===== config.mk =====
export PLATFORM = sky130hd
export DESIGN_NAME = frac_n_clkdiv_flat
export DESIGN_NICKNAME = d
export VERILOG_FILES = /design/src/rtl/frac_n_clkdiv_if.sv /design/src/rtl/frac_n_clkdiv.sv /design/src/flat_wrapper.sv
export SDC_FILE = /design/constraint.sdc
export NUM_CORES = 1
export LEC_CHECK = 0
export CAP_MARGIN = 40
export CORE_UTILIZATION = 49
export DETAILED_ROUTE_END_ITERATION = 8
export PLACE_DENSITY_LB_ADDON = 0.25
export SETUP_SLACK_MARGIN = 0.2
export SYNTH_ARGS = -nofsm -noshare
export SYNTH_HDL_FRONTEND = slang
export SYNTH_SLANG_ARGS = --single-unit

===== constraint.sdc =====
create_clock -name vco_out -period 8.95 [get_ports vco_out]
set_input_delay 1.79 -clock vco_out [delete_from_list [all_inputs] [get_ports vco_out]]
set_output_delay 1.79 -clock vco_out [all_outputs]
set_load 0.005 [all_outputs]

===== src/rtl/frac_n_clkdiv_if.sv =====
`default_nettype none
// ============================================================================
// Module      : frac_n_clkdiv_if
// Description : Ratio-configuration handshake between the loop controller
//               (master) and the fractional-N divider (slave).
// Revision    : 1.0 - initial release
// ============================================================================
interface frac_n_clkdiv_if #(
    parameter int NW = 8,
    parameter int FW = 16
);
    logic          cfg_valid;
    logic          cfg_ready;
    logic [NW-1:0] cfg_n;
    logic [FW-1:0] cfg_frac;

    modport master (
        output cfg_valid,
        output cfg_n,
        output cfg_frac,
        input  cfg_ready
    );

    modport slave (
        input  cfg_valid,
        input  cfg_n,
        input  cfg_frac,
        output cfg_ready
    );
endinterface
`default_nettype wire


===== src/rtl/frac_n_clkdiv.sv =====
`default_nettype none
// ============================================================================
// Module      : frac_n_clkdiv
// Description : Fractional-N feedback divider. Each output period lasts
//               M = max(n,2) + carry VCO cycles, where carry comes from a
//               first-order phase accumulator. New ratios are staged in a
//               shadow register and only take effect at period boundaries.
// Revision    : 1.0 - initial release
// ============================================================================
module frac_n_clkdiv #(
    parameter int NW      = 8,
    parameter int FW      = 16,
    parameter int N_RESET = 4
) (
    input  wire logic        vco_out,
    input  wire logic        rst,
    input  wire logic        en,
    frac_n_clkdiv_if.slave   cfg,
    output logic             clk_out,
    output logic             div_pulse,
    output logic             carry,
    output logic [NW:0]      period_len
);

    localparam logic [NW-1:0] C_N_RESET   = NW'(N_RESET);
    localparam logic [NW:0]   C_LEN_RESET = (NW+1)'(N_RESET);
    localparam logic [NW-1:0] C_N_MIN     = NW'(2);
    localparam logic [NW:0]   C_ONE       = (NW+1)'(1);

    // Period state
    logic [NW:0]   cnt_q, cnt_d;
    logic          run_q, run_d;
    logic [FW-1:0] acc_q, acc_d;

    // Active ratio and shadow (staged) ratio
    logic [NW-1:0] n_q, n_d;
    logic [FW-1:0] frac_q, frac_d;
    logic [NW-1:0] sh_n_q, sh_n_d;
    logic [FW-1:0] sh_frac_q, sh_frac_d;
    logic          sh_full_q, sh_full_d;
    logic          cfg_ready_q, cfg_ready_d;

    // Registered outputs
    logic          clk_out_q, clk_out_d;
    logic          div_pulse_q, div_pulse_d;
    logic          carry_q, carry_d;
    logic [NW:0]   period_len_q, period_len_d;

    // Combinational helpers
    logic          w_accept;
    logic          w_boundary;
    logic [NW-1:0] w_n_sel;
    logic [FW-1:0] w_frac_sel;
    logic [NW-1:0] w_n_eff;
    logic [FW:0]   w_sum;
    logic [NW:0]   w_m;
    logic [NW:0]   w_cnt_inc;

    // Next-state logic: boundary detection, ratio staging and period sequencing
    always_comb begin
        cnt_d        = cnt_q;
        run_d        = run_q;
        acc_d        = acc_q;
        n_d          = n_q;
        frac_d       = frac_q;
        sh_n_d       = sh_n_q;
        sh_frac_d    = sh_frac_q;
        sh_full_d    = sh_full_q;
        clk_out_d    = clk_out_q;
        div_pulse_d  = div_pulse_q;
        carry_d      = carry_q;
        period_len_d = period_len_q;

        w_accept   = cfg.cfg_valid && cfg_ready_q;
        // The first enabled edge after idle starts period 0 with no extra wait
        w_boundary = en && (!run_q || (cnt_q == (period_len_q - C_ONE)));

        // A staged ratio takes priority at the boundary it was waiting for
        w_n_sel    = sh_full_q ? sh_n_q    : n_q;
        w_frac_sel = sh_full_q ? sh_frac_q : frac_q;
        w_n_eff    = (w_n_sel < C_N_MIN) ? C_N_MIN : w_n_sel;
        w_sum      = {1'b0, acc_q} + {1'b0, w_frac_sel};
        w_m        = {1'b0, w_n_eff} + {{NW{1'b0}}, w_sum[FW]};
        w_cnt_inc  = cnt_q + C_ONE;

        // Shadow hand-off happens before a same-cycle accept can refill it
        if (w_boundary && sh_full_q) begin
            n_d       = sh_n_q;
            frac_d    = sh_frac_q;
            sh_full_d = 1'b0;
        end
        if (w_accept) begin
            sh_n_d    = cfg.cfg_n;
            sh_frac_d = cfg.cfg_frac;
            sh_full_d = 1'b1;
        end
        cfg_ready_d = !sh_full_d;

        if (!en) begin
            run_d        = 1'b0;
            cnt_d        = '0;
            acc_d        = '0;
            clk_out_d    = 1'b0;
            div_pulse_d  = 1'b0;
            carry_d      = 1'b0;
            period_len_d = C_LEN_RESET;
        end else if (w_boundary) begin
            run_d        = 1'b1;
            cnt_d        = '0;
            acc_d        = w_sum[FW-1:0];
            carry_d      = w_sum[FW];
            period_len_d = w_m;
            // M >= 2 always, so k=0 is always inside the high phase
            clk_out_d    = 1'b1;
            div_pulse_d  = 1'b1;
        end else begin
            cnt_d        = w_cnt_inc;
            div_pulse_d  = 1'b0;
            clk_out_d    = (w_cnt_inc < (period_len_q >> 1));
        end
    end

    // State registers with synchronous reset that overrides all inputs
    always_ff @(posedge vco_out) begin
        if (rst) begin
            cnt_q        <= '0;
            run_q        <= 1'b0;
            acc_q        <= '0;
            n_q          <= C_N_RESET;
            frac_q       <= '0;
            sh_n_q       <= '0;
            sh_frac_q    <= '0;
            sh_full_q    <= 1'b0;
            cfg_ready_q  <= 1'b1;
            clk_out_q    <= 1'b0;
            div_pulse_q  <= 1'b0;
            carry_q      <= 1'b0;
            period_len_q <= C_LEN_RESET;
        end else begin
            cnt_q        <= cnt_d;
            run_q        <= run_d;
            acc_q        <= acc_d;
            n_q          <= n_d;
            frac_q       <= frac_d;
            sh_n_q       <= sh_n_d;
            sh_frac_q    <= sh_frac_d;
            sh_full_q    <= sh_full_d;
            cfg_ready_q  <= cfg_ready_d;
            clk_out_q    <= clk_out_d;
            div_pulse_q  <= div_pulse_d;
            carry_q      <= carry_d;
            period_len_q <= period_len_d;
        end
    end

    assign clk_out       = clk_out_q;
    assign div_pulse     = div_pulse_q;
    assign carry         = carry_q;
    assign period_len    = period_len_q;
    assign cfg.cfg_ready = cfg_ready_q;

endmodule
`default_nettype wire


===== src/flat_wrapper.sv =====
// flat-port wrapper written by rule: the top's interface ports become plain ports
module frac_n_clkdiv_flat 
#(
    parameter int NW      = 8,
    parameter int FW      = 16,
    parameter int N_RESET = 4
)
  (vco_out, rst, en, clk_out, div_pulse, carry, period_len, cfg_cfg_valid, cfg_cfg_n, cfg_cfg_frac, cfg_cfg_ready);
  frac_n_clkdiv_if #(.NW(NW), .FW(FW)) cfg_i ();
  input  wire logic vco_out;
  input  wire logic rst;
  input  wire logic en;
  output logic clk_out;
  output logic div_pulse;
  output logic carry;
  output logic [NW:0] period_len;
  input wire logic [$bits(cfg_i.cfg_valid)-1:0] cfg_cfg_valid;
  input wire logic [$bits(cfg_i.cfg_n)-1:0] cfg_cfg_n;
  input wire logic [$bits(cfg_i.cfg_frac)-1:0] cfg_cfg_frac;
  output wire logic [$bits(cfg_i.cfg_ready)-1:0] cfg_cfg_ready;
  assign cfg_i.cfg_valid = cfg_cfg_valid;
  assign cfg_i.cfg_n = cfg_cfg_n;
  assign cfg_i.cfg_frac = cfg_cfg_frac;
  assign cfg_cfg_ready = cfg_i.cfg_ready;
  frac_n_clkdiv #(.NW(NW), .FW(FW), .N_RESET(N_RESET)) u_core (.vco_out(vco_out), .rst(rst), .en(en), .cfg(cfg_i), .clk_out(clk_out), .div_pulse(div_pulse), .carry(carry), .period_len(period_len));
endmodule

==> flow_summary.html <==
<table>
<tr><th>Metric</th><th>Value</th></tr>
<tr><th colspan="2">Critical path</th></tr>
<tr><td>Category of the critical setup timing path</td><td>reg -&gt; reg</td></tr>
<tr><td>Setup crit start kind</td><td>flip-flop</td></tr>
<tr><td>Crit Path Max Fanout</td><td>21</td></tr>
<tr><td>Required arrival time at the worst endpoint</td><td>9.22 ns</td></tr>
<tr><td>Element type at the critical path end</td><td>flip-flop</td></tr>
<tr><td>Arrival time reported for the critical path endpoint</td><td>4.65 ns</td></tr>
<tr><th colspan="2">Timing</th></tr>
<tr><td>Final period utilization</td><td>49.0%</td></tr>
<tr><td>Final Hold Fails</td><td>0</td></tr>
<tr><td>Slew headroom</td><td>42.6%</td></tr>
<tr><td>Number of failing setup endpoints in the final timing report</td><td>0</td></tr>
<tr><td>Final critical delay including setup and external delays</td><td>4.38 ns</td></tr>
<tr><td>RSZ-0062 raised after global routing</td><td>false</td></tr>
<tr><td>Post-Route Setup TNS</td><td>0 ns</td></tr>
<tr><td>Final-report max-slew violation count</td><td>0</td></tr>
<tr><td>Tightest Pin Transition</td><td>0.861 ns</td></tr>
<tr><td>Post-route clock skew</td><td>0.0147 ns</td></tr>
<tr><td>Fmax achieved</td><td>228 MHz</td></tr>
<tr><td>PnR worst setup slack</td><td>4.57 ns</td></tr>
<tr><th colspan="2">Global route</th></tr>
<tr><td>GR Overflow Total</td><td>0</td></tr>
<tr><td>Number of antenna violations at the first check in global routing</td><td>0</td></tr>
<tr><td>Overall global routing resource usage</td><td>21.3%</td></tr>
<tr><td>Via count of the first global-routing pass</td><td>3947</td></tr>
<tr><td>Pin count of the biggest net entering global routing</td><td>70</td></tr>
<tr><td>First-pass GRT wire length</td><td>17700 um</td></tr>
<tr><th colspan="2">Power</th></tr>
<tr><td>Leakage dissipation</td><td>0.00225 uW</td></tr>
<tr><td>Fraction of power consumed by the clock network</td><td>38.7%</td></tr>
<tr><td>Portion of total power attributed to sequential cells</td><td>50.1%</td></tr>
<tr><td>IR drop worst, VDD</td><td>0.108 mV</td></tr>
<tr><td>Cell internal power dissipation</td><td>623 uW</td></tr>
<tr><td>Part of the power in combinational logic</td><td>11.2%</td></tr>
<tr><td>Net switching power figure</td><td>207 uW</td></tr>
<tr><td>Fraction of power spent switching nets</td><td>24.9%</td></tr>
<tr><td>Power Dens Cells</td><td>146 mW/mm2</td></tr>
<tr><th colspan="2">Detailed routing</th></tr>
<tr><td>Residual DRC count</td><td>0</td></tr>
<tr><td>Number of vias per cell after detailed routing</td><td>5.41</td></tr>
<tr><td>Wire length per cell</td><td>13.8 um</td></tr>
<tr><td>Final Routed Wirelength</td><td>10300 um</td></tr>
<tr><td>Detailed router's first-iteration violation count</td><td>144</td></tr>
<tr><td>Number of detailed-routing iterations run before antenna repair</td><td>4</td></tr>
<tr><td>Number of nets with antenna violations after routing</td><td>0</td></tr>
<tr><td>Overall via count from detail_route</td><td>4031</td></tr>
<tr><th colspan="2">Clocking</th></tr>
<tr><td>Max Root-Sink Buffers</td><td>2</td></tr>
<tr><td>Number of H-tree levels</td><td>3</td></tr>
<tr><td>CTS clock-pin slew for the worst setup and hold paths</td><td>0.10 ns</td></tr>
<tr><td>Buffer type at the clock tree root</td><td>sky130_fd_sc_hd__clkbuf_8</td></tr>
<tr><td>Cts-stage hold buffer count</td><td>0</td></tr>
<tr><td>Clock sink total</td><td>88</td></tr>
<tr><td>Number of gates given a new drive strength after cts</td><td>0</td></tr>
<tr><td>Clock latency on the worst-skew pair</td><td>0.37 ns</td></tr>
<tr><td>Buffers inserted during post-CTS setup optimization</td><td>0</td></tr>
<tr><td>Number of buffers created by CTS</td><td>9</td></tr>
<tr><td>TritonCTS clock tree</td><td>done</td></tr>
<tr><th colspan="2">Synth</th></tr>
<tr><td>Async S/R FF share, synth</td><td>0%</td></tr>
<tr><td>FF+latch count, synth</td><td>88</td></tr>
<tr><td>Most used flip-flop cell after synthesis</td><td>sky130_fd_sc_hd__dfxtp_1</td></tr>
<tr><td>Yosys top cell by area</td><td>sky130_fd_sc_hd__dfxtp_1</td></tr>
<tr><td>Seq/Total Area, Yosys</td><td>35.2%</td></tr>
<tr><td>Mapped Cells</td><td>589</td></tr>
<tr><td>Proportion of netlist area held by the largest area contributor</td><td>35.2%</td></tr>
<tr><td>Post-synth design cell area</td><td>0.00500 mm2</td></tr>
<tr><td>Syn nets</td><td>645</td></tr>
<tr><td>Number of synthesized flops with an enable pin</td><td>0</td></tr>
<tr><td>Total number of yosys warnings</td><td>0</td></tr>
<tr><td>Average cell area after synthesis</td><td>8.50 um2</td></tr>
<tr><td>Number of library cell types mapped by synthesis</td><td>52</td></tr>
<tr><td>Top area cells in the synthesized netlist</td><td>sky130_fd_sc_hd__dfxtp_1 (35%), sky130_fd_sc_hd__ha_1 (6.8%), sky130_fd_sc_hd__nand2b_1 (6.3%)</td></tr>
<tr><th colspan="2">Die</th></tr>
<tr><td>Placeable core region</td><td>0.00982 mm2</td></tr>
<tr><td>Effective utilization at floorplan</td><td>51.0%</td></tr>
<tr><td>Vertical die dimension</td><td>103 um</td></tr>
<tr><td>Die outline area</td><td>0.0106 mm2</td></tr>
<tr><td>Number of top-level pins</td><td>41</td></tr>
<tr><td>Die width</td><td>103 um</td></tr>
<tr><td>Standard-cell row count</td><td>36</td></tr>
<tr><th colspan="2">Cells and area</th></tr>
<tr><td>Synthesis-to-layout area growth</td><td>13.9%</td></tr>
<tr><td>Antenna fix cells</td><td>0</td></tr>
<tr><td>Final design instance area without fill</td><td>0.00570 mm2</td></tr>
<tr><td>Post-route core utilization</td><td>58.1%</td></tr>
<tr><td>Fill cell count</td><td>933</td></tr>
<tr><td>Share of cells above drive strength 1</td><td>7.68%</td></tr>
<tr><td>Final-stage net count</td><td>663</td></tr>
<tr><th colspan="2">Outcome</th></tr>
<tr><td>Result of the run</td><td>finished clean</td></tr>
<tr><th colspan="2">Place</th></tr>
<tr><td>Post-detailed-placement cell area</td><td>0.00546 mm2</td></tr>
<tr><td>Final HPWL from detailed placement</td><td>7460 um</td></tr>
<tr><td>Worst slack after detailed placement</td><td>4.62 ns</td></tr>
<tr><td>Port Buffers</td><td>40</td></tr>
<tr><td>Final GP Congestion</td><td>0.837</td></tr>
<tr><th colspan="2">Run</th></tr>
<tr><td>Max cap viols</td><td>0</td></tr>
<tr><th colspan="2">Worst hold path</th></tr>
<tr><td>Hold/Removal Path Class</td><td>reg -&gt; reg</td></tr>
</table>
==> cell families after synthesis <==
logic type,count (synthesis),synth area share [%]
AND/OR/NAND/NOR,221,22.3
multiplexers,48,10.0
adder cells (fa/ha/maj),28,7.15
flip-flops,88,35.2
buffers and inverters,56,4.97
AO/OA/AOI/OAI,113,14.2
XOR/XNOR,35,6.12
==> cells in the mapped netlist (5+ instances only) <==
library cell,n
sky130_fd_sc_hd__a211oi_1,7
sky130_fd_sc_hd__mux2i_1,30
sky130_fd_sc_hd__xor2_1,17
sky130_fd_sc_hd__o21ai_0,25
sky130_fd_sc_hd__xnor2_1,18
sky130_fd_sc_hd__ha_1,27
sky130_fd_sc_hd__a21o_1,6
sky130_fd_sc_hd__nand2b_1,50
sky130_fd_sc_hd__a21oi_1,40
sky130_fd_sc_hd__and3_1,5
sky130_fd_sc_hd__clkbuf_1,24
sky130_fd_sc_hd__nor2_1,20
sky130_fd_sc_hd__o211ai_1,7
sky130_fd_sc_hd__o31ai_1,7
sky130_fd_sc_hd__inv_1,18
sky130_fd_sc_hd__buf_2,7
sky130_fd_sc_hd__nor3b_1,8
sky130_fd_sc_hd__nand2_1,81
sky130_fd_sc_hd__nand3_1,33
sky130_fd_sc_hd__mux2_2,18
sky130_fd_sc_hd__dfxtp_1,88
sky130_fd_sc_hd__nor3_1,6
==> power by group through the flow <==
stage          Combinational, uW  Sequential (uW)  Clock, uW
2_1_floorplan               68.0              420          0
3_3_place_gp                88.6              424          0
3_5_place_dp                93.2              425          0
4_1_cts                     93.6              416        331
5_1_grt                      103              418        346
6_report                    92.9              416        321
==> cell type report <==
| class | instances | area [um2] | area share (%) |
|---|---|---|---|
| Clock inverter | 5 | 86.3 | 1.51 |
| Multi-Input combinational cell | 445 | 3000 | 52.7 |
| Sequential cell | 88 | 1760 | 30.9 |
| Tap cell | 133 | 166 | 2.92 |
| Inverter | 18 | 67.6 | 1.18 |
| Clock buffer | 11 | 151 | 2.66 |
| Timing Repair Buffer | 45 | 465 | 8.16 |
==> registers in the layout, summed over array words and instances (netlist names) <==
| register | flops |
|---|---|
| u_core.cnt_q | 9 |
| u_core.acc_q | 16 |
| u_core.n_q | 8 |
| u_core.div_pulse | 1 |
| u_core.period_len | 9 |
| u_core.frac_q | 16 |
| u_core.sh_full_q | 1 |
| u_core.sh_frac_q | 16 |
| u_core.carry | 1 |
| u_core.cfg.cfg_ready | 1 |
| u_core.sh_n_q | 8 |
| u_core.run_q | 1 |
| u_core.clk_out | 1 |
==> per-stage QoR <==
| stage | total power [uW] | std cells | hold WS [ns] |
|---|---|---|---|
| 2_1_floorplan | 488 | 589 | 0.440 |
| 3_3_place_gp | 513 | 727 | 0.447 |
| 3_5_place_dp | 518 | 729 | 0.455 |
| 4_1_cts | 840 | 745 | 0.467 |
| 5_1_grt | 867 | 745 | 0.487 |
| 6_report | 830 | 745 | 0.464 |
==> path summary, 6_finish.rpt <==
| kind | from | end | slack, ns | cells after the start |
|---|---|---|---|---|
| setup reg to reg | u_core.sh_full_q$_SDFF_PP0_ | u_core.period_len[6]$_SDFFE_PP0P_ | 4.57 | 15 |
| hold / removal | u_core.carry$_SDFFE_PP0P_ | u_core.carry$_SDFFE_PP0P_ | 0.46 | 2 |
| setup / recovery | u_core.sh_full_q$_SDFF_PP0_ | u_core.period_len[6]$_SDFFE_PP0P_ | 4.57 | 15 |
| hold reg to reg | u_core.carry$_SDFFE_PP0P_ | u_core.carry$_SDFFE_PP0P_ | 0.46 | 2 |
==> worst max-delay path, stage by stage (launching register included) <==
cell                       delay [ns]
sky130_fd_sc_hd__dfxtp_1         0.78
sky130_fd_sc_hd__buf_4           0.37
sky130_fd_sc_hd__mux2_2          0.40
sky130_fd_sc_hd__fa_1            0.44
sky130_fd_sc_hd__a21oi_1         0.21
sky130_fd_sc_hd__o21ai_0         0.17
sky130_fd_sc_hd__o21ai_0         0.46
sky130_fd_sc_hd__o211ai_1        0.17
sky130_fd_sc_hd__a21o_1          0.27
sky130_fd_sc_hd__ha_1            0.23
sky130_fd_sc_hd__a21boi_0        0.15
sky130_fd_sc_hd__nand2_1         0.17
sky130_fd_sc_hd__nor2_1          0.09
sky130_fd_sc_hd__xnor2_1         0.19
sky130_fd_sc_hd__nand3_1         0.10
sky130_fd_sc_hd__o31ai_1         0.09
==> per-layer routing <==
metal,vias to the layer above,routed length (um),GRT usage (%)
li1,2075,-,-
met1,1897,4660,24.6
met2,49,5210,39.6
met3,10,240,4.07
met4,0,144,6.61
met5,-,0,0
==> placed cells by master (no fill, tap or decap), drive strengths merged, types with 2 or more instances in the layout <==
master	instances
xnor2	18
ha	27
o31ai	8
o21ai	25
buf	6
bufinv	2
nor2	20
mux2i	30
xor2	17
a21oi	41
nor3	6
nor3b	8
clkbuf	11
nor4	2
mux2	18
dfxtp	88
o211ai	7
nand3	33
nand4	3
o21a	3
a21boi	3
or3	2
nand2	81
nor4b	4
and3	5
nand2b	50
and2	2
a211oi	8
a21o	6
o21bai	3
clkdlybuf4s50	39
inv	20
Power figures use the tool's default switching activity.
